--- config.mk ---
export PLATFORM = sky130hd
export DESIGN_NAME = pipe_stage_buf
export DESIGN_NICKNAME = d
export VERILOG_FILES = /design/src/rtl/pipe_stage_buf_pkg.sv /design/src/rtl/pipe_stage_buf_scratch_hold_reg.sv /design/src/rtl/pipe_stage_buf.sv
export SDC_FILE = /design/constraint.sdc
export NUM_CORES = 1
export LEC_CHECK = 0
export CORE_MARGIN = 2
export CORE_UTILIZATION = 44
export CTS_CLUSTER_DIAMETER = 80
export DETAILED_ROUTE_END_ITERATION = 10
export MAX_ROUTING_LAYER = met4
export PLACE_DENSITY_LB_ADDON = 0.2
export SLEW_MARGIN = 10
export SYNTH_ARGS = -nofsm -noshare
export SYNTH_HDL_FRONTEND = slang
export SYNTH_SLANG_ARGS = --single-unit
export TNS_END_PERCENT = 5
--- constraint.sdc ---
create_clock -name clk -period 2.96 [get_ports clk]
set_input_delay 0.296 -clock clk [delete_from_list [all_inputs] [get_ports clk]]
set_output_delay 0.296 -clock clk [all_outputs]
set_load 0.01 [all_outputs]
--- src/rtl/pipe_stage_buf_pkg.sv ---
// Shared definitions for the EX->MEM skid buffer stage:
// state encoding, NOP/zero words and default widths.
package pipe_stage_buf_pkg;

   localparam int unsigned DATA_W_DEF = 146;
   localparam int unsigned SCR_W_DEF  = 66;

   // Occupancy states of the two-entry buffer
   typedef enum logic [1:0] {
      ST_EMPTY = 2'd0,
      ST_ONE   = 2'd1,
      ST_FULL  = 2'd2
   } buf_state_t;

   localparam logic [DATA_W_DEF-1:0] NOP_WORD = '0;
   localparam logic [SCR_W_DEF-1:0]  SCR_ZERO = '0;

   // Number of entries held in a given state
   function automatic logic [1:0] occ_of(input buf_state_t s);
      logic [1:0] n;
      n = 2'd0;
      case (s)
         ST_EMPTY: n = 2'd0;
         ST_ONE:   n = 2'd1;
         ST_FULL:  n = 2'd2;
         default:  n = 2'd0;
      endcase
      return n;
   endfunction

endpackage

--- src/rtl/pipe_stage_buf_scratch_hold_reg.sv ---
// Scratch register carrying a multi-cycle partial result back to EX.
// Priority: flush clears, then hold captures, then clr zeroes.
module scratch_hold_reg #(
   parameter int unsigned W = 66
) (
   input  logic         clk,
   input  logic         rst,
   input  logic         flush,
   input  logic         hold,
   input  logic         clr,
   input  logic [W-1:0] d,
   output logic [W-1:0] q
);

   // Partial-result register with flush/hold/clear priority
   always_ff @(posedge clk or negedge rst) begin
      if (!rst) begin
         q <= '0;
      end else if (flush) begin
         q <= '0;
      end else if (hold) begin
         q <= d;
      end else if (clr) begin
         q <= '0;
      end
   end

endmodule

--- src/rtl/pipe_stage_buf.sv ---
// Two-entry skid buffer between EX and MEM. The main entry drives the
// outputs; the skid entry absorbs one extra word so in_ready can be a
// register with no path from out_ready.
module pipe_stage_buf
   import pipe_stage_buf_pkg::*;
#(
   parameter int unsigned DATA_W      = DATA_W_DEF,
   parameter int unsigned SCR_W       = SCR_W_DEF,
   parameter bit          CLR_INVALID = 1'b1
) (
   input  logic              clk,
   input  logic              rst,
   input  logic              flush,
   input  logic              in_valid,
   output logic              in_ready,
   input  logic [DATA_W-1:0] in_data,
   output logic              out_valid,
   input  logic              out_ready,
   output logic [DATA_W-1:0] out_data,
   input  logic              scr_hold,
   input  logic [SCR_W-1:0]  scr_i,
   output logic [SCR_W-1:0]  scr_o,
   output logic [1:0]        occ
);

   buf_state_t        state_q, state_d;
   logic [DATA_W-1:0] main_q, main_d;
   logic [DATA_W-1:0] skid_q, skid_d;
   logic              out_valid_q, out_valid_d;
   logic              in_ready_q, in_ready_d;
   logic [1:0]        occ_q, occ_d;
   logic              in_xfer, out_xfer;

   assign in_xfer  = in_valid && in_ready_q;
   assign out_xfer = out_valid_q && out_ready;

   // Next-state, data movement and registered-status computation
   always_comb begin
      state_d = state_q;
      main_d  = main_q;
      skid_d  = skid_q;
      if (flush) begin
         state_d = ST_EMPTY;
         main_d  = DATA_W'(NOP_WORD);
         skid_d  = DATA_W'(NOP_WORD);
      end else begin
         case (state_q)
            ST_EMPTY: begin
               if (in_xfer) begin
                  main_d  = in_data;
                  state_d = ST_ONE;
               end
            end
            ST_ONE: begin
               if (in_xfer && out_xfer) begin
                  main_d = in_data;
               end else if (out_xfer) begin
                  state_d = ST_EMPTY;
               end else if (in_xfer) begin
                  skid_d  = in_data;
                  state_d = ST_FULL;
               end
            end
            ST_FULL: begin
               if (out_xfer) begin
                  main_d  = skid_q;
                  skid_d  = DATA_W'(NOP_WORD);
                  state_d = ST_ONE;
               end
            end
            default: begin
               state_d = ST_EMPTY;
            end
         endcase
      end
      // Status flags are derived from the next state so they come out of flops
      out_valid_d = (state_d != ST_EMPTY);
      in_ready_d  = (state_d != ST_FULL);
      occ_d       = occ_of(state_d);
   end

   // State, payload and status registers
   always_ff @(posedge clk or negedge rst) begin
      if (!rst) begin
         state_q     <= ST_EMPTY;
         main_q      <= '0;
         skid_q      <= '0;
         out_valid_q <= 1'b0;
         in_ready_q  <= 1'b1;
         occ_q       <= 2'd0;
      end else begin
         state_q     <= state_d;
         main_q      <= main_d;
         skid_q      <= skid_d;
         out_valid_q <= out_valid_d;
         in_ready_q  <= in_ready_d;
         occ_q       <= occ_d;
      end
   end

   assign in_ready  = in_ready_q;
   assign out_valid = out_valid_q;
   assign occ       = occ_q;
   assign out_data  = (CLR_INVALID && !out_valid_q) ? DATA_W'(NOP_WORD) : main_q;

   scratch_hold_reg #(
      .W(SCR_W)
   ) u_scr (
      .clk   (clk),
      .rst   (rst),
      .flush (flush),
      .hold  (scr_hold),
      .clr   (in_xfer),
      .d     (scr_i),
      .q     (scr_o)
   );

endmodule

# After elaboration in Yosys (flattened, before gate mapping)
# Cells that the tools add are included.
[op_classes]
mux = 22
add_sub_neg = 0
bitwise = 0
multipliers = 0
div = 0
n_eq_ne = 11
order_cmp = 0
reduce_logical = 10
shift = 0
[ops]
columns = ["cell", "n"]
rows = [
  ["146-bit two-way mux", 9],
  ["146-bit one-hot mux with 3 select lines", 1],
  ["146-bit one-hot mux with 2 select lines", 1],
  ["66-bit two-way mux", 3],
  ["3-bit != test, second input constant", 6],
  ["2-bit two-way mux", 6],
  ["2-bit one-hot mux with 3 select lines", 1],
  ["3-bit nonzero test", 2],
  ["5-bit AND reduction", 1],
  ["2-bit by 1-bit == test with 1-bit output, second input constant", 2],
  ["2-bit == test, second input constant", 2],
  ["2-bit one-hot mux with 2 select lines", 1],
  ["4-bit AND reduction", 1],
  ["4-bit nonzero test", 1],
  ["1-bit logical AND", 3],
  ["2-bit logical NOT", 1],
  ["2-bit != test, second input constant", 1],
  ["2-bit nonzero test", 1],
]
[totals]
mem_bits_rw = 0
ff_bits = 364
output_inout_bits = 216
latch_bits = 0
wordCells = 50
mem_bits_ro = 0
n_memories = 0
inputBits = 218

# Longest topological paths before layout
# Gate-level depths: netlist of the first run.
[depth]
ltp_word = 8
ltp_mapped = 7
mapped_depth_nobuf = 3

# By module
# A second synthesis of the first run with hierarchy kept.
[unflattened]
cells_unflattened = 1321
area_unflattened_um2 = 15995.3
[by_module_without_submodules]
columns = ["mod", "n_inst", "seq_area_each_um2", "area_each_um2", "cells_per_inst"]
rows = [
  ["pipe_stage_buf", 1, 7458.4, 13530.5, 1164],
  ["scratch_hold_reg", 1, 1651.6, 2464.9, 157],
]

# Worst setup path after synthesis of the first run
# No wires, ideal clock.
[synth_timing]
kind = "reg2reg"
startpoint = "register out_valid_q, in the netlist out_valid"
endpoint = "register main_q[109]"
arrival_time_ns = 1.446
stages_incl_launch_ff = 8
required_ns = 2.810
setup_time_ns = 0.150
path_buffers = 4
setup_slack_ns = 1.364
path_cell_list = "dfrtp_1 buf_2 a21bo_1 buf_4 buf_6 buf_2 a211oi_2 a211oi_2"
[synth_via]
elab_chain_len = 4
word_cells_on_any_way = 5
cone_classes = "eq/ne: 2; reduce/logical: 3"
[synth_lines]
columns = ["element", "line", "source"]
rows = [
  ["from (decl)", "pipe_stage_buf.sv:29", "logic out_valid_q, out_valid_d;"],
  ["from (signal assigned)", "pipe_stage_buf.sv:95", "out_valid_q <= out_valid_d;"],
  ["1-bit logical AND *", "pipe_stage_buf.sv:35", "assign out_xfer = out_valid_q && out_ready;"],
  ["1-bit logical AND", "pipe_stage_buf.sv:55", "if (in_xfer && out_xfer) begin"],
  ["3-bit != test (no source line)", "n/a", ""],
  ["4-bit AND reduction (no source line) *", "n/a", ""],
  ["to (signal assigned)", "pipe_stage_buf.sv:93", "main_q <= main_d;"],
  ["to (decl)", "pipe_stage_buf.sv:27", "logic [DATA_W-1:0] main_q, main_d;"],
]
# Every way passes the cells marked *; elsewhere a longest branch is shown, timed or not.
# A chain may end at the register's enable or synchronous reset.

# Worst setup path in the final report of the first run
[layout_timing]
startpoint = "register out_valid_q, in the netlist out_valid"
endpoint = "output port out_data[74]"
[layout_via]
elab_chain_len = 1
[layout_lines]
columns = ["element", "line", "source"]
rows = [
  ["146-bit two-way mux", "pipe_stage_buf.sv:104", "assign out_data = (CLR_INVALID && !out_valid_q) ? DATA_W'(NOP_WORD) : main_q;"],
  ["to (decl)", "pipe_stage_buf.sv:19", "output logic [DATA_W-1:0] out_data,"],
]
# No other way between the ends.

==> results of run 1 <==
-- power breakdown --
| part | internal [W] | total, W | switching, W |
|---|---|---|---|
| clock | 0.00330 | 0.00537 | 0.00207 |
| sequential | 0.00538 | 0.00570 | 0.000319 |
| combinational | 0.00148 | 0.00324 | 0.00176 |
-- final timing paths --
check                                               end  slack (ns)                    from
worst max-delay path                       out_data[74]        0.30     out_valid$_DFF_PN0_
worst min-delay path            skid_q[108]$_DFFE_PN0P_        0.22                   flush
worst max register to register   main_q[84]$_DFFE_PN0P_        0.55     out_valid$_DFF_PN0_
worst min register to register   u_scr.q[7]$_DFFE_PN0P_        0.50  u_scr.q[7]$_DFFE_PN0P_
max in group asynchronous         main_q[2]$_DFFE_PN0P_        1.68                     rst
min in group asynchronous         skid_q[8]$_DFFE_PN0P_        0.32                     rst
-- through the flow --
step | hold WS [ns] | cell area (µm²) | utilization
after global placement | 0.3566 | 24130 | 0.5565
after detailed placement | 0.3646 | 24130 | 0.5565
after CTS | 0.2279 | 25550 | 0.5892
after floorplan | 0.0004090 | 19420 | -
after global routing | 0.2537 | 25590 | 0.5902
final | 0.2187 | 25590 | 0.5902
-- what timing repair did --
item                                    in CTS  in global routing
setup buffers                                0                  1
resized for setup                            0                  0
hold buffers                                 1                  0
endpoints found under the setup margin       0                  1
hold endpoints to repair                    70                  0
-- flip-flops by register name (all words and copies together) (netlist names) --
signal     cells
state_q        2
u_scr.q       66
skid_q       146
occ            2
main_q       146
out_valid      1
in_ready       1
-- layout make-up --
| class | count | area (µm²) | area share |
|---|---|---|---|
| Timing Repair Buffer | 490 | 5162 | 0.2017 |
| Antenna cell | 10 | 25.02 | 0.0009778 |
| Clock inverter | 12 | 220.2 | 0.008605 |
| Sequential cell | 364 | 9114 | 0.3561 |
| Tap cell | 585 | 732.0 | 0.02860 |
| Multi-Input combinational cell | 1112 | 9151 | 0.3576 |
| Clock buffer | 60 | 1187 | 0.04640 |
-- synthesized netlist by cell type --
cell type and instances:
a21o_1 1, buf_1 5, o21ai_0 1, a22o_1 66, buf_4 20, a21boi_2 1, and3b_1 1, mux2i_1 146
a21bo_1 1, nand2_1 3, and2_1 146, buf_12 1, buf_2 103, a211oi_1 47, a21boi_1 1, a21oi_1 150
and4b_1 1, nor2b_1 1, nand2b_1 1, nand3b_1 1, clkbuf_1 77, and2b_1 1, o21ai_1 1, dfrtp_1 363
o211ai_1 146, a211oi_2 246, nand3_1 147, nand4b_1 1, buf_6 20, dfstp_2 1, and3_1 2
-- per-layer routing --
layer | up-vias | share of wire | global-route usage
met5 | - | 0 | -
met4 | 0 | 0.028 | 0.09120
met3 | 92 | 0.063 | 0.04582
met2 | 542 | 0.48 | 0.4019
met1 | 8032 | 0.43 | 0.3523
li1 | 7079 | - | -
-- cell families after synthesis --
group | count (synthesis) | synth area share
AO/OA/AOI/OAI | 661 | 0.3039
buffers and inverters | 226 | 0.06275
flip-flops | 364 | 0.4691
multiplexers | 146 | 0.07525
AND/OR/NAND/NOR | 305 | 0.08898
-- worst max-delay path, stage by stage, from the launching register on --
cell,delay (ns)
dfrtp_4,0.73
buf_4,0.33
and2_1,0.18
clkdlybuf4s50_1,0.54
==> flow_summary.json, run 1 <==
{
  "drt_iter0_drc": 1344,
  "required_ns": 2.66,
  "cts_inserted_buffers": 40,
  "maxCapViolations": 0,
  "grt_pass1_wl_um": 94310,
  "clockRootBuffer": "clkbuf_16",
  "synth-seq-area-share": 0.4691,
  "die_x_um": 214.1,
  "critPathLaunchType": "register",
  "critPathArrivalTime_ns": 2.36,
  "via_count": 15750,
  "nets": 2226,
  "avgSynthCellArea_um2": 11.41,
  "drt_first_pass_iters": 5,
  "worst_slew_pin_slew_ns": 0.9163,
  "hold_violations": 0,
  "path_class": "reg -> out",
  "grt_util_all_layers": 0.2623,
  "io_pins": 434,
  "min_path_cells": 2,
  "place_inst": 2549,
  "stdcell_count": 2633,
  "drv_slew": 0,
  "clk_latency_ns": 0.56,
  "period_share": 0.8972,
  "syn_to_final_growth_pct": 31.78,
  "clkTransAtPathRegs_ns": 0.06,
  "setup_ws_ns": 0.3043,
  "drc_errors": 0,
  "wl_um": 59970,
  "row_count": 76,
  "fin_skew_ns": 0.01261,
  "syn-cell-area_um2": 19420,
  "grt_pass1_vias": 16010,
  "netlist.top_cell.by_area": "dfrtp_1",
  "io_buffers": 433,
  "max_freq_mhz": 376.6,
  "n_fill_cell": 3625,
  "fp.dieH_um": 214.1,
  "grt_max_degree": 147,
  "wl_per_cell_um": 22.77,
  "grt_overflow": 0,
  "fin_crit_ns": 2.656,
  "coreArea_um2": 43360,
  "cts_tree": "done",
  "ys_seq_elements": 364,
  "synth_top_area_frac": 0.4678,
  "routabilityCongestion": 0.7933,
  "synth.area.top_cells": "dfrtp_1 (47%), a211oi_2 (16%), mux2i_1 (7.5%)",
  "drive_above_1_share": 0.1845,
  "rr_worst_depth": 5,
  "synth_nets": 1920,
  "viasPerCell": 5.980,
  "yosys_warnings": 0,
  "final_antenna_net_count": 0,
  "critPathCaptureType": "output port",
  "rsz0062_at_grt": "no",
  "h-tree-depth": 2,
  "numClockSinks": 364,
  "status": "finished, final reports clean",
  "hold_class": "in -> reg",
  "setup_violations": 0,
  "tns_ns": 0,
  "vdd_ir_drop_max_uv": 376.1,
  "place_ws_ns": 0.5192,
  "crit_path_max_fanout": 37,
  "antenna_found_initial": 10,
  "hpwl_um": 36820,
  "cts_buffer_depth": 3,
  "syn_inst": 1702,
  "slew_headroom": 0.3891,
  "total_power_w": 0.01431,
  "ys_types": 31,
  "die-area_um2": 45830,
  "p_per_area_nw_per_um2": 559.1,
  "p_leak_nw": 10.78,
  "start_util": 0.4479,
  "final_cell_mix": "clkdlybuf4s50_1 (431), dfrtp_1 (362), a211oi_2 (246)",
  "final_common_cell": "clkdlybuf4s50_1"
}
Note: power is estimated with default switching activity, not from simulation.
==> inputs of run 2 (changes only) <==
--- a/constraint.sdc
+++ b/constraint.sdc
@@ -3,2 +3,2 @@
 set_output_delay 0.296 -clock clk [all_outputs]
-set_load 0.01 [all_outputs]
+set_load 0.05 [all_outputs]
==> flow_summary.json, run 2 (synthesis gave the netlist of run 1 again) <==
{
  "path_class": "reg -> out",
  "period_share": 0.9622,
  "grt_pass1_vias": 15710,
  "drt_iter0_drc": 1134,
  "drt_first_pass_iters": 5,
  "antenna_found_initial": 10,
  "required_ns": 2.66,
  "die-area_um2": 45830,
  "setup_violations": 0,
  "final_common_cell": "clkdlybuf4s50_1",
  "p_per_area_nw_per_um2": 567.5,
  "multiInputGateArea_um2": 9151,
  "critPathArrivalTime_ns": 2.55,
  "grt_util_all_layers": 0.2594,
  "clkTransAtPathRegs_ns": 0.06,
  "fp.dieH_um": 214.1,
  "final_util": 0.5892,
  "grt_overflow": 0,
  "drc_errors": 0,
  "clockRootBuffer": "clkbuf_16",
  "hpwl_um": 36700,
  "drv_slew": 0,
  "clk_latency_ns": 0.56,
  "hold_violations": 0,
  "coreArea_um2": 43360,
  "grt_pass1_wl_um": 93100,
  "final_antenna_net_count": 0,
  "p_leak_nw": 10.80,
  "cts_buffer_depth": 3,
  "critPathCaptureType": "output port",
  "grt_max_degree": 130,
  "maxCapViolations": 0,
  "fin_skew_ns": 0.01264,
  "wl_um": 59220,
  "final_cell_mix": "clkdlybuf4s50_1 (430), dfrtp_1 (362), a211oi_2 (246)",
  "cts_tree": "done",
  "via_count": 15560,
  "rsz0062_at_grt": "no",
  "critPathLaunchType": "register",
  "routabilityCongestion": 0.7931,
  "numClockSinks": 364,
  "max_freq_mhz": 351.1,
  "row_count": 76,
  "h-tree-depth": 2,
  "vdd_ir_drop_max_uv": 356.3,
  "worst_slew_pin_slew_ns": 0.8216,
  "start_util": 0.4479,
  "crit_path_max_fanout": 26,
  "viasPerCell": 5.895,
  "slew_headroom": 0.4523,
  "io_buffers": 433,
  "hold_class": "in -> reg",
  "cts_inserted_buffers": 41,
  "status": "finished, final reports clean",
  "fin_crit_ns": 2.848,
  "largestRegisters": "main_q: 146 flops, skid_q: 146 flops, u_scr.q: 66 flops",
  "nets": 2234,
  "tns_ns": 0,
  "io_pins": 434,
  "seqCellArea_um2": 9114,
  "wl_per_cell_um": 22.43,
  "die_x_um": 214.1,
  "drive_above_1_share": 0.1857,
  "n_fill_cell": 3630,
  "syn_to_final_growth_pct": 31.56
}
run 2: cell types whose count changed in the layout (fill, tap and decap cells not counted), moves of 2 or more:
cell       before  now
buf_12         31   29
buf_4          25   33
bufinv_16       6    1
clkbuf_1       10   14
clkbuf_16      41   43
clkinv_2        3    5
run 2: path summary, 6_finish.rpt:
kind                                    startpoint  depth (start not counted)  slack, ns                 endpoint
max                            out_valid$_DFF_PN0_                          3       0.11             out_data[64]
min                                          flush                          2       0.21  skid_q[109]$_DFFE_PN0P_
max reg2reg                    out_valid$_DFF_PN0_                          5       0.69   main_q[98]$_DFFE_PN0P_
min reg2reg                u_scr.q[34]$_DFFE_PN0P_                          1       0.50  u_scr.q[34]$_DFFE_PN0P_
max in group asynchronous                      rst                          4       1.60  main_q[116]$_DFFE_PN0P_
min in group asynchronous                      rst                          2       0.40   skid_q[11]$_DFFE_PN0P_
run 2: metal layers:
| layer | up-vias | routed length, µm | global-route usage |
|---|---|---|---|
| met5 | - | 0 | - |
| met4 | 0 | 1395 | 0.08171 |
| met3 | 73 | 3740 | 0.05489 |
| met2 | 516 | 28400 | 0.3987 |
| met1 | 7891 | 25690 | 0.3446 |
| li1 | 7084 | - | - |
run 2: area by class of cell:
cell class,count,area share
tap,585,0.02865
clock buffer,66,0.04902
timing repair buffer,497,0.2040
antenna,9,0.0008815
sequential,364,0.3567
clock inverter,7,0.002498
multi-input combinational,1112,0.3582
run 2: metrics by stage:
| stage | cell area (µm²) | setup WS [ns] | hold WS [ns] | power (W) | std cells |
|---|---|---|---|---|---|
| after floorplan | 19420 | 0.8910 | 0.0004090 | 0.008205 | 1702 |
| after global placement | 24170 | 0.5551 | 0.4127 | 0.009486 | 2556 |
| after detailed placement | 24170 | 0.5310 | 0.4110 | 0.009547 | 2556 |
| after CTS | 25520 | 0.02642 | 0.2006 | 0.01464 | 2631 |
| after global routing | 25550 | 0.02248 | 0.2319 | 0.01512 | 2640 |
| final | 25550 | 0.1118 | 0.2109 | 0.01450 | 2640 |
run 2: critical path, stage by stage (launching register included):
cell             delay (ns)
dfrtp_4                0.67
buf_4                  0.32
and2_1                 0.17
clkdlybuf4s50_1        0.81
run 2: repair_timing:
item	in CTS	in global routing
endpoints found under the hold margin	85	0
setup endpoints to repair	26	1
hold buffers	1	0
resized for setup	0	1
pin swaps	0	0
buffers inserted	1	0
run 2: where the power goes:
| part | switching [W] | internal [W] |
|---|---|---|
| registers | 0.000320 | 0.00538 |
| clock network | 0.00204 | 0.00298 |
| logic | 0.00228 | 0.00150 |
==> inputs of run 3 (changes only) <==
Settings changed: GPL_TIMING_DRIVEN set to 0.
==> flow_summary.json, run 3 (synthesis gave the netlist of run 1 again) <==
{
  "status": "finished, final reports clean",
  "max_stage_delay_ns": 0.54,
  "via_count": 16390,
  "die-area_um2": 45830,
  "wl_um": 64180,
  "coreArea_um2": 43360,
  "period_share": 0.9768,
  "hpwl_um": 45580,
  "maxCapViolations": 0,
  "worstPathCellList": "buf_2, clkbuf_4, clkbuf_1, and2_1, dlygate4sd2_1",
  "nets": 2400,
  "required_ns": 2.66,
  "largestRegisters": "main_q: 146 flops, skid_q: 146 flops, u_scr.q: 66 flops",
  "io_pins": 434,
  "drv_slew": 0,
  "grt_pass1_wl_um": 99330,
  "worst_slew_pin_slew_ns": 0.9968,
  "final_common_cell": "dfrtp_1",
  "critPathCaptureType": "output port",
  "cts_tree": "done",
  "antenna_found_initial": 12,
  "grt_max_degree": 108,
  "drt_first_pass_iters": 5,
  "final_antenna_net_count": 0,
  "drc_errors": 0,
  "stdcell_count": 2812,
  "hold_violations": 0,
  "critPathArrivalTime_ns": 2.60,
  "final_cell_mix": "dfrtp_1 (363), clkdlybuf4s50_1 (291), a211oi_2 (246)",
  "post_cts_buffers": 0,
  "clockRootBuffer": "clkbuf_16",
  "fin_crit_ns": 2.891,
  "cp_slowest_cell": "dlygate4sd2_1",
  "viasPerCell": 5.828,
  "drive_above_1_share": 0.2139,
  "cts_buffer_depth": 3,
  "p_leak_nw": 11.84,
  "slew_headroom": 0.3355,
  "routabilityCongestion": 0.8570,
  "syn_to_final_growth_pct": 33.88,
  "fin_skew_ns": 0.02543,
  "max_freq_mhz": 345.9,
  "die_x_um": 214.1,
  "path_class": "reg -> out",
  "hold_class": "in -> reg",
  "crit_path_max_fanout": 10,
  "rsz0062_at_grt": "yes",
  "clkTransAtPathRegs_ns": 0.06,
  "setup_violations": 0,
  "place_inst": 2722,
  "clk_latency_ns": 0.56,
  "start_util": 0.4479,
  "h-tree-depth": 2,
  "drt_iter0_drc": 1164,
  "hold_ws_ns": 0.2654,
  "p_per_area_nw_per_um2": 584.5,
  "row_count": 76,
  "cts_inserted_buffers": 42,
  "vdd_ir_drop_max_uv": 368.2,
  "grt_overflow": 0,
  "fp.dieH_um": 214.1,
  "grt_util_all_layers": 0.2824,
  "grt_pass1_vias": 16850,
  "critPathLaunchType": "register",
  "wl_per_cell_um": 22.82,
  "io_buffers": 432,
  "numClockSinks": 364
}
==> run 3: layer usage <==
| layer | GRT usage | vias up | part of all wire |
|---|---|---|---|
| met1 | 0.3677 | 8274 | 0.43 |
| met5 | - | - | 0 |
| li1 | - | 7437 | - |
| met3 | 0.06113 | 97 | 0.069 |
| met2 | 0.4502 | 581 | 0.48 |
| met4 | 0.07060 | 0 | 0.024 |
==> run 3: layout make-up <==
| cell class | count | area (µm²) |
|---|---|---|
| Clock buffer | 62 | 1257 |
| Sequential cell | 364 | 9110 |
| Tap cell | 585 | 732.0 |
| Fill cell | 3680 | 17360 |
| Timing Repair Buffer | 436 | 4274 |
| Buffer | 226 | 1224 |
| Clock inverter | 16 | 282.8 |
| Antenna cell | 11 | 27.53 |
| Multi-Input combinational cell | 1112 | 9091 |
==> run 3: final timing paths <==
kind | end | cells after the start | startpoint | slack (ns)
max in group asynchronous | u_scr.q[36]$_DFFE_PN0P_ | 4 | rst | 1.24
min in group asynchronous | main_q[8]$_DFFE_PN0P_ | 2 | rst | 0.29
max reg2reg | main_q[34]$_DFFE_PN0P_ | 5 | in_ready$_DFF_PN1_ | 0.60
max | out_data[72] | 5 | out_valid$_DFF_PN0_ | 0.07
min | out_valid$_DFF_PN0_ | 3 | flush | 0.27
min reg2reg | u_scr.q[32]$_DFFE_PN0P_ | 1 | u_scr.q[32]$_DFFE_PN0P_ | 0.50
==> run 3: stage by stage <==
| stage | TNS [ns] | area (µm²) | total power [W] | utilization | setup WS [ns] |
|---|---|---|---|---|---|
| 2_1_floorplan | 0 | 19420 | 0.008205 | - | 0.8910 |
| 3_3_place_gp | -5258.46 | 24480 | 0.009539 | 0.5645 | -14.48 |
| 3_5_place_dp | -12.04 | 24560 | 0.009614 | 0.5665 | -0.2420 |
| 4_1_cts | 0 | 25950 | 0.01528 | 0.5985 | 0.002012 |
| 5_1_grt | -0.009150 | 26000 | 0.01578 | 0.5996 | -0.009150 |
| 6_report | 0 | 26000 | 0.01520 | 0.5996 | 0.06882 |
==> run 3: critical path, delay by kind of cell, from the launching register on <==
kind                   cells  cell delay [ns]
AND/OR/NAND/NOR            1             0.23
buffers and inverters      4             1.47
flip-flops                 1             0.35
==> run 3: timing repair <==
| action | 4_1_cts | 5_1_grt |
|---|---|---|
| setup endpoints to repair | 146 | 31 |
| hold endpoints to repair | 68 | 0 |
| pin swaps | 0 | 0 |
| gates cloned | 0 | 0 |
| hold buffers | 1 | 0 |
| resized for setup | 135 | 36 |
==> run 3: power breakdown <==
part	internal, W	leakage [nW]	switching [W]
combinational	0.00144	6.20	0.00239
clock	0.00356	0.751	0.00215
sequential	0.00538	4.89	0.000270
total	0.0104	11.8	0.00482
